[config.mk]
export PLATFORM = sky130hd
export DESIGN_NAME = bsg_cgol_ctrl
export DESIGN_NICKNAME = d
export VERILOG_FILES = /design/src/rtl/bsg_cgol_pkg.sv /design/src/rtl/bsg_cgol_frame_counter.sv /design/src/rtl/bsg_cgol_ctrl.sv
export SDC_FILE = /design/constraint.sdc
export NUM_CORES = 1
export LEC_CHECK = 0
export CORE_ASPECT_RATIO = 1.5
export CORE_MARGIN = 4
export CORE_UTILIZATION = 32
export DETAILED_ROUTE_END_ITERATION = 16
export PLACE_DENSITY = 0.75
export SYNTH_ARGS = -nofsm -noshare
export SYNTH_HDL_FRONTEND = slang
export SYNTH_SLANG_ARGS = --single-unit
[constraint.sdc]
create_clock -name clk_i -period 3.9 [get_ports clk_i]
set_input_delay 0.39 -clock clk_i [delete_from_list [all_inputs] [get_ports clk_i]]
set_output_delay 0.39 -clock clk_i [all_outputs]
set_load 0.01 [all_outputs]
[src/rtl/bsg_cgol_pkg.sv]
// Shared definitions for the Game of Life controller and anything that
// needs to agree with it on state encoding and cell numbering.
package bsg_cgol_pkg;

  typedef enum logic [1:0] {
    eIDLE,
    eLOAD,
    eSIM,
    eDONE
  } cgol_state_e;

  // Cells are numbered row-major: bit k of a board vector is cell (k / width, k % width).
  function automatic int cell_idx(input int row, input int col, input int width);
    return row * width + col;
  endfunction

endpackage

[src/rtl/bsg_cgol_frame_counter.sv]
// Loadable generation down-counter. A load above max_val_p clamps to
// max_val_p. The counter stops at zero rather than wrapping.
module bsg_cgol_frame_counter #(
  parameter int max_val_p = 1024,
  parameter int width_p   = 11
) (
  input  logic               clk_i,
  input  logic               reset_i,
  input  logic               load_i,
  input  logic               dec_i,
  input  logic [width_p-1:0] val_i,
  output logic               is_zero_o,
  output logic               is_one_o
);

  localparam logic [width_p-1:0] max_lp = max_val_p[width_p-1:0];
  localparam logic [width_p-1:0] one_lp = {{(width_p-1){1'b0}}, 1'b1};

  logic [width_p-1:0] cnt_r;

  // Load with saturation, otherwise count down while enabled.
  always_ff @(posedge clk_i) begin
    if (reset_i)
      cnt_r <= '0;
    else if (load_i)
      cnt_r <= (val_i > max_lp) ? max_lp : val_i;
    else if (dec_i && (cnt_r != '0))
      cnt_r <= cnt_r - one_lp;
  end

  assign is_zero_o = (cnt_r == '0);
  assign is_one_o  = (cnt_r == one_lp);

endmodule

[src/rtl/bsg_cgol_ctrl.sv]
// Game of Life sequencing controller: takes a board and a generation
// count, loads the cell array, runs it for that many generations, then
// holds the resulting board until the consumer takes it.
module bsg_cgol_ctrl
  import bsg_cgol_pkg::*;
#(
  parameter  int board_width_p     = 8,
  parameter  int max_game_length_p = 1024,
  localparam int num_cells_lp      = board_width_p * board_width_p,
  localparam int game_len_width_lp = $clog2(max_game_length_p + 1)
) (
  input  logic                         clk_i,
  input  logic                         reset_i,
  input  logic                         v_i,
  output logic                         ready_o,
  input  logic [num_cells_lp-1:0]      data_i,
  input  logic [game_len_width_lp-1:0] frames_i,
  output logic                         update_o,
  output logic [num_cells_lp-1:0]      update_val_o,
  output logic                         en_o,
  input  logic [num_cells_lp-1:0]      board_i,
  output logic                         v_o,
  output logic [num_cells_lp-1:0]      data_o,
  input  logic                         yumi_i
);

  cgol_state_e             state_r, state_n;
  logic [num_cells_lp-1:0] board_r;
  logic                    accept;
  logic                    cnt_zero, cnt_one;

  assign accept = v_i & ready_o;

  bsg_cgol_frame_counter #(
    .max_val_p(max_game_length_p),
    .width_p  (game_len_width_lp)
  ) frame_cnt (
    .clk_i    (clk_i),
    .reset_i  (reset_i),
    .load_i   (accept),
    .dec_i    (state_r == eSIM),
    .val_i    (frames_i),
    .is_zero_o(cnt_zero),
    .is_one_o (cnt_one)
  );

  // State register.
  always_ff @(posedge clk_i) begin
    if (reset_i) state_r <= eIDLE;
    else         state_r <= state_n;
  end

  // Board register holds the starting board only until it is loaded.
  always_ff @(posedge clk_i) begin
    if (reset_i)     board_r <= '0;
    else if (accept) board_r <= data_i;
  end

  // Next-state and output decode. update_o and en_o live in disjoint
  // states, so the cells never see both in the same cycle.
  always_comb begin
    state_n      = state_r;
    ready_o      = 1'b0;
    update_o     = 1'b0;
    update_val_o = '0;
    en_o         = 1'b0;
    v_o          = 1'b0;
    data_o       = '0;
    case (state_r)
      eIDLE: begin
        ready_o = 1'b1;
        if (v_i) state_n = eLOAD;
      end
      eLOAD: begin
        update_o     = 1'b1;
        update_val_o = board_r;
        state_n      = cnt_zero ? eDONE : eSIM;
      end
      eSIM: begin
        en_o = 1'b1;
        if (cnt_one) state_n = eDONE;
      end
      eDONE: begin
        // Cells are frozen here, so their outputs are the result.
        v_o    = 1'b1;
        data_o = board_i;
        if (yumi_i) state_n = eIDLE;
      end
      default: state_n = eIDLE;
    endcase
  end

endmodule

# [After elaboration in Yosys (flattened, before gate mapping)]
# Index checks and enable logic that the tools add are counted.
[totals] memories=0 elab_cells=33 input_bits=143 romBits=0 ff_bits=77 out_inout_bits=132 ram_bits=0 latchBits=0
[op_classes] magnitude_cmp=1 shift=0 addsub=1 multipliers=0 n_eq_ne=7 mux=14 reduce_logical=6 n_div=0 bitwise_logic=1
[op_table] operator="64-bit 2-to-1 mux" count=2
[op_table] operator="11-bit 2-to-1 mux" count=3
[op_table] operator="11-bit by 1-bit equality test with 1-bit output, second input constant" count=1
[op_table] operator="11-bit greater-than comparator, second input constant" count=1
[op_table] operator="11-bit logical NOT" count=1
[op_table] operator="11-bit nonzero test" count=1
[op_table] operator="11-bit by 1-bit subtractor with 11-bit output, second input constant" count=1
[op_table] operator="2-bit case mux with 4 select lines" count=1
[op_table] operator="2-bit 2-to-1 mux" count=3
[op_table] operator="2-bit != test, second input constant" count=3
[op_table] operator="1-bit 2-to-1 mux" count=5
[op_table] operator="2-bit equality test, second input constant" count=2
[op_table] operator="3-bit AND reduction" count=1
[op_table] operator="2-bit by 1-bit equality test with 1-bit output, second input constant" count=1
[op_table] operator="2-bit logical NOT" count=1
[op_table] operator="2-bit nonzero test" count=1
[op_table] operator="1-bit bitwise AND" count=1
[op_table] operator="1-bit logical AND" count=1

# [Depth between registers and ports, before layout]
# Gate-level depths: netlist of run 1.
[depth] word_depth=4 ltp_mapped=7 depth_no_buf=7

# [Cells and area by module]
# From an unflattened synthesis of run 1, not the netlist that was laid out.
[unflattened] hier_cells=535 hier_area_um2=4088.9
[modules_own_cells] mod="bsg_cgol_ctrl" n_inst=1 seq_area_each_um2=1321.3 cells_each=441 area_each_um2=3305.7
[modules_own_cells] mod="bsg_cgol_frame_counter" n_inst=1 seq_area_each_um2=220.2 cells_each=94 area_each_um2=783.3

# [Least setup slack after synthesis of run 1]
# Ideal clock, no wire load.
[synth_timing] path_type="register -> register" from="reg frame_cnt.cnt_r[2]" to="reg state_r[1]" stages_incl_launch_ff=7 synth_period_minus_slack_ps=2016 t_arrival_ps=1888 setup_slack_ps=1884 setup_time_ps=128 required_time_ps=3772 path_cell_list="dfxtp_1 or4_4 buf_6 or4_1 a21oi_2 mux2i_1 nor2_1"
[synth_via] elab_chain_len=3
[synth_rtl] item="from (decl)" line="bsg_cgol_frame_counter.sv:19" rtl="logic [width_p-1:0] cnt_r;"
[synth_rtl] item="from (signal assigned)" line="bsg_cgol_frame_counter.sv:26" rtl="cnt_r <= (val_i > max_lp) ? max_lp : val_i;"
[synth_rtl] item="from (signal assigned)" line="bsg_cgol_frame_counter.sv:28" rtl="cnt_r <= cnt_r - one_lp;"
[synth_rtl] item="11-bit by 1-bit equality test with 1-bit output" line="bsg_cgol_frame_counter.sv:32" rtl="assign is_one_o = (cnt_r == one_lp);"
[synth_rtl] item="2-bit != test (no line)"
[synth_rtl] item="3-bit AND reduction (no line)"
[synth_rtl] item="to (signal assigned)" line="bsg_cgol_ctrl.sv:49" rtl="if (reset_i) state_r <= eIDLE;"
[synth_rtl] item="to (signal assigned)" line="bsg_cgol_ctrl.sv:50" rtl="else state_r <= state_n;"
[synth_rtl] item="to (decl)" line="bsg_cgol_ctrl.sv:27" rtl="cgol_state_e state_r, state_n;"
# No other way between the ends.
# A chain may end at the register's enable or synchronous reset.

# [Final worst setup path of run 1]
[layout_timing] from="reg state_r[1]" to="out update_val_o[45]"
[layout_via] elab_chain_len=2
[layout_rtl] item="2-bit by 1-bit equality test with 1-bit output" line="bsg_cgol_ctrl.sv:69" rtl="case (state_r)"
[layout_rtl] item="64-bit 2-to-1 mux" line="bsg_cgol_ctrl.sv:69"
[layout_rtl] item="to (decl)" line="bsg_cgol_ctrl.sv:19" rtl="output logic [num_cells_lp-1:0] update_val_o,"
# No other way between the ends.

==> flow_summary.ini, run 1 <==
[status]
status = finished, final reports clean

[sta]
fin_tns_setup_ns = 0
rsz0062_at_grt = false
fin_crit_ns = 2.82
slew_headroom_pct = 36.9
tightest_slew_ns = 0.946
fin_crit_sh_pct = 72.3
finalClockSkew_ns = 0.0124
slew_viol_final = 0
max_freq_mhz = 355
setup-violations-final = 0
hold_viol = 0

[worst_setup_path]
path_class = reg2out
cp_max_fo = 66
start_kind = register
critPathCaptureType = primary output
crit_required_ns = 3.51
cp.arrival_ns = 2.43

[final_layout]
drive_gt1_share_pct = 3.86
area_growth_pct = 79.8
nNetsFinal = 923
final_cells = 931
antenna-diode-count = 0

[route]
drt_iter0_drc = 155
drtAntennaViolNets = 0
first_pass_iters = 5
drc = 0
vias = 4445
totalWireLength_mm = 15.1
vias_per_cell = 4.77
avgRoutedWirePerCell_microns = 16.2

[synth]
yosysSeqAreaShare_pct = 39.5
synth_nets = 673
ys_types = 35
synth_flop_cell = dfxtp_1
async_flop_share_pct = 0
syn_area_sq_um = 3910
synth_area_per_cell_sq_um = 7.47
ys.warnings.count = 0
synthCells = 523
synth_edf_count = 0
ys_ff_latch = 77

[floorplanning]
core_sq_um = 12000
io_pins = 275
die_area_sq_um = 14100
die_w_microns = 98.2
die_y_microns = 143
row_count = 49
start_util_pct = 32.7

[pwr]
power_density_nw_per_um2 = 486
peakVddDrop_mv = 0.237
power.leakage_nw = 2.65

[cts]
htreeDepth = 3
cts_tree = built
clockBufferDepth = 2
holdBufCountCts = 0
insertion_delay_ns = 0.34
cts_setup_buffers = 0
root_buffer = clkbuf_16
post_cts_resized = 0
cts_buffers = 9
cts.sinks = 77
clkSlewWorstSetupHoldPaths_ns = 0.06

[global_route]
grt_pass1_wl_mm = 23.0
grt.overflow.total = 0
grt_max_degree = 67
grtUsageTotal_pct = 20.7
grt_antenna_before_repair = 2
grt_pass1_vias = 4534

[placed_design]
place_hpwl_mm = 12.2
gp_congestion = 0.859
dp.cells = 915
port_buffers = 274

[worst_hold_path]
hold_path.class = reg2reg

[run]
max_cap_violations = 0
==> worst max-delay path, stage by stage, from the launching register on <==
cell             delay (ns)
dfxtp_1                0.35
inv_1                  0.10
ha_2                   0.81
and2_1                 0.24
clkdlybuf4s50_1        0.58
==> routing by layer <==
metal | up-vias | wire length [microns] | track usage [%]
li1 | 2192 | - | -
met1 | 1976 | 5020 | 19.6
met2 | 232 | 8050 | 38.9
met3 | 41 | 1390 | 8.55
met4 | 4 | 635 | 9.35
met5 | - | 22 | 0
==> cells in the final DEF, fill, tap and decap left out, drive strengths merged, types with 2 or more instances in the layout <==
cell,count
a211oi,4
nand2,133
a21oi,73
ha,7
and2,129
xor2,2
or3,2
buf,4
nor4,8
nand3,3
clkbuf,9
xnor2,4
or4,5
inv,12
o21ai,4
nor3,4
nor2,7
clkinv,2
a22o,4
clkdlybuf4s50,273
dfxtp,77
==> cell usage after synthesis, types with 3 or more instances <==
master | instances | share of area, %
a211oi_1 | 3 | 0.58
a21oi_1 | 72 | 9.2
a22o_1 | 4 | 0.90
and2_1 | 129 | 21
buf_1 | 3 | 0.29
clkbuf_1 | 34 | 3.3
dfxtp_1 | 77 | 39
ha_1 | 7 | 2.2
inv_1 | 9 | 0.86
nand2_1 | 133 | 13
nand3_1 | 3 | 0.38
nor2_1 | 7 | 0.67
nor3_1 | 4 | 0.51
nor4_1 | 7 | 1.1
or4_1 | 3 | 0.58
xnor2_1 | 4 | 0.90
==> report_power, final <==
group	total, mW	internal, mW	switching, mW
Sequential	1.07	0.954	0.113
Clock	0.847	0.504	0.343
Combinational	1.50	0.709	0.791
==> final cells by class <==
cell class	count	area, sq um
Inverter	9	33.8
Clock inverter	7	80.1
Sequential cell	77	1540
Clock buffer	9	225
Timing Repair Buffer	277	2760
Fill cell	1097	4930
Tap cell	153	191
Multi-Input combinational cell	399	2190
==> path summary, 6_finish.rpt <==
path,startpoint,endpoint,slack [ns],cells past startpoint
worst max-delay path,state_r[1]$_SDFFE_PP0P_,update_val_o[45],1.08,4
worst max register to register,frame_cnt.cnt_r[6]$_SDFFE_PP0P_,state_r[1]$_SDFFE_PP0P_,1.79,5
worst min-delay path,board_r[4]$_SDFFE_PP0P_,board_r[4]$_SDFFE_PP0P_,0.45,2
worst min register to register,board_r[4]$_SDFFE_PP0P_,board_r[4]$_SDFFE_PP0P_,0.45,2
==> cells by family (layout without fill, tap and decap cells) <==
logic type,count (synthesis),in the layout,synth area share [%]
simple gates,293,293,38.5
fa+ha+maj,7,7,2.24
compound gates,92,92,13.5
buf+inv,47,302,4.71
flops,77,77,39.5
mux,1,1,0.256
xor+xnor,6,6,1.35
==> sequential cells by signal, summed over array words and instances, names as in the netlist <==
signal and count:
board_r 64, frame_cnt.cnt_r 11, state_r 2
==> metrics by stage <==
stage          util [%]  hold WS [ns]  power, mW  setup slack, ns  instance area (sq um)
6_report           58.7         0.449       3.42             1.08                   7020
5_1_grt            58.7         0.467       3.66            0.882                   7020
4_1_cts            58.7         0.451       3.46             1.00                   7020
3_5_place_dp       56.2         0.442       2.60             1.37                   6720
3_3_place_gp       56.2         0.438       2.55             1.43                   6720
2_1_floorplan         -         0.432       1.97             1.88                   3910
No activity file was read; power rests on OpenSTA's default activity.
==> run 2: changes to the inputs <==
Clock period 3.9 ns to 2.8 ns, I/O delays scaled along.
==> run 2 against run 1 <==
Net effect:
- non-clock buffer count up 3
- routed wire length down 0.77%
- critical path depth up 1
- global-route usage down 0.67 points
- clock-buffer cell count unchanged
- power up 36%
- register-to-register slack worse by 1.1 ns
- die area unchanged
- setup slack worse by 0.75 ns
- clock skew down 0.0073 ns
- first-iteration DRC count down 34%
- largest power group unchanged
==> flow_summary.ini, run 2 (synthesis gave the netlist of run 1 again) <==
[status]
status = finished, final reports clean

[final_layout]
nFillCells = 1054
area_growth_pct = 79.3
top_register = board_r
final_common_cell = clkdlybuf4s50_1
nNetsFinal = 926
largest_registers = board_r: 64 flops, frame_cnt.cnt_r: 11 flops, state_r: 2 flops
largest_reg_flops = 64
drive_gt1_share_pct = 4.10
design_area_sq_um = 7000
antenna-diode-count = 0
final_cell_mix = clkdlybuf4s50_1 (273), nand2_1 (132), and2_1 (128)

[cts]
cts_buffers = 9
holdBufCountCts = 0
insertion_delay_ns = 0.33
clockBufferDepth = 2
cts_setup_buffers = 0
post_cts_resized = 0
root_buffer = clkbuf_16
htreeDepth = 3
cts_tree = built
clkSlewWorstSetupHoldPaths_ns = 0.06
cts.sinks = 77

[placed_design]
dp_slack_ns = 0.663
post_dp_cell_area_sq_um = 6740
port_buffers = 274
gp_congestion = 0.843
place_hpwl_mm = 12.0

[sta]
fin_crit_ns = 2.47
finalClockSkew_ns = 0.00514
fin_crit_sh_pct = 88.3
slew_headroom_pct = 48.8
rsz0062_at_grt = false
hold-worst-slack_ns = 0.449
setup-violations-final = 0
fin_tns_setup_ns = 0
max_freq_mhz = 404
hold_viol = 0
tightest_slew_ns = 0.768
slew_viol_final = 0
layout_setup_ws_ns = 0.328

[global_route]
grtUsageTotal_pct = 20.1
grt_antenna_before_repair = 1
grt_pass1_wl_mm = 22.3
grt.overflow.total = 0
grt_pass1_vias = 4373
grt_max_degree = 67

[route]
drt_iter0_drc = 103
vias = 4434
avgRoutedWirePerCell_microns = 16.1
drc = 0
vias_per_cell = 4.75
first_pass_iters = 4
totalWireLength_mm = 15.0
drtAntennaViolNets = 0

[floorplanning]
die_area_sq_um = 14100
row_count = 49
core_sq_um = 12000
io_pins = 275
die_w_microns = 98.2
start_util_pct = 32.7
die_y_microns = 143

[worst_setup_path]
crit_required_ns = 2.52
critPathCaptureType = primary output
cp.arrival_ns = 2.19
cp_cell_sequence = inv_1 > ha_2 > buf_4 > and2_1 > clkdlybuf4s50_1
path_class = reg2out
cpMaxStageDelayCell = clkdlybuf4s50_1
start_kind = register
cp_max_fo = 66
critPathMaxStageDelay_ns = 0.54

[worst_hold_path]
hold_path.class = reg2reg

[pwr]
power.leakage_nw = 2.64
power_density_nw_per_um2 = 665
peakVddDrop_mv = 0.412

[run]
max_cap_violations = 0
==> run 2: worst paths after layout <==
kind | startpoint | to | slack (ns) | cells past startpoint
min reg2reg | board_r[22]$_SDFFE_PP0P_ | board_r[22]$_SDFFE_PP0P_ | 0.45 | 2
max reg2reg | frame_cnt.cnt_r[6]$_SDFFE_PP0P_ | state_r[1]$_SDFFE_PP0P_ | 0.67 | 5
max | state_r[1]$_SDFFE_PP0P_ | update_val_o[35] | 0.33 | 5
min | board_r[22]$_SDFFE_PP0P_ | board_r[22]$_SDFFE_PP0P_ | 0.45 | 2
==> run 2: final cells by class <==
type,count,area (sq um),share of cell area [%]
Inverter,9,33.8,0.482
Clock inverter,6,38.8,0.554
Tap cell,153,191,2.73
Sequential cell,77,1540,22.0
Timing Repair Buffer,280,2780,39.7
Multi-Input combinational cell,399,2190,31.3
Clock buffer,9,225,3.22
==> run 2: worst max-delay path, delay by kind of cell, from the launching register on <==
kind | cells | cell delay (ns)
AND/OR/NAND/NOR | 1 | 0.24
adder cells (fa/ha/maj) | 1 | 0.17
buffers and inverters | 3 | 1.07
flip-flops | 1 | 0.35
==> run 2: through the flow <==
step                utilization (%)  power, mW  cells
floorplan                         -       2.74    523
global placement               56.4       3.58    918
detailed placement             56.4       3.65    918
CTS                            58.6       4.71    933
global route                   58.6       4.97    933
finish                         58.6       4.65    933
==> run 2: routing by layer <==
metal	track usage (%)	up-vias	part of all wire [%]
met2	37.3	219	52
met3	6.65	27	9.0
met1	20.4	1996	35
met4	8.63	2	3.4
li1	-	2190	-
met5	0	-	0.087
==> run 2: power by group <==
| group | internal [mW] | switching, mW | leakage [nW] |
|---|---|---|---|
| clock network | 0.593 | 0.449 | 0.127 |
| registers | 1.33 | 0.166 | 0.631 |
| logic | 1.00 | 1.12 | 1.88 |
==> run 3: changes to the inputs <==
Settings changed: CAP_MARGIN set to 15, CTS_CLUSTER_SIZE set to 20.
==> results of run 3 <==
Same layout as run 2: the final DEF is identical, and so are final timing and power.
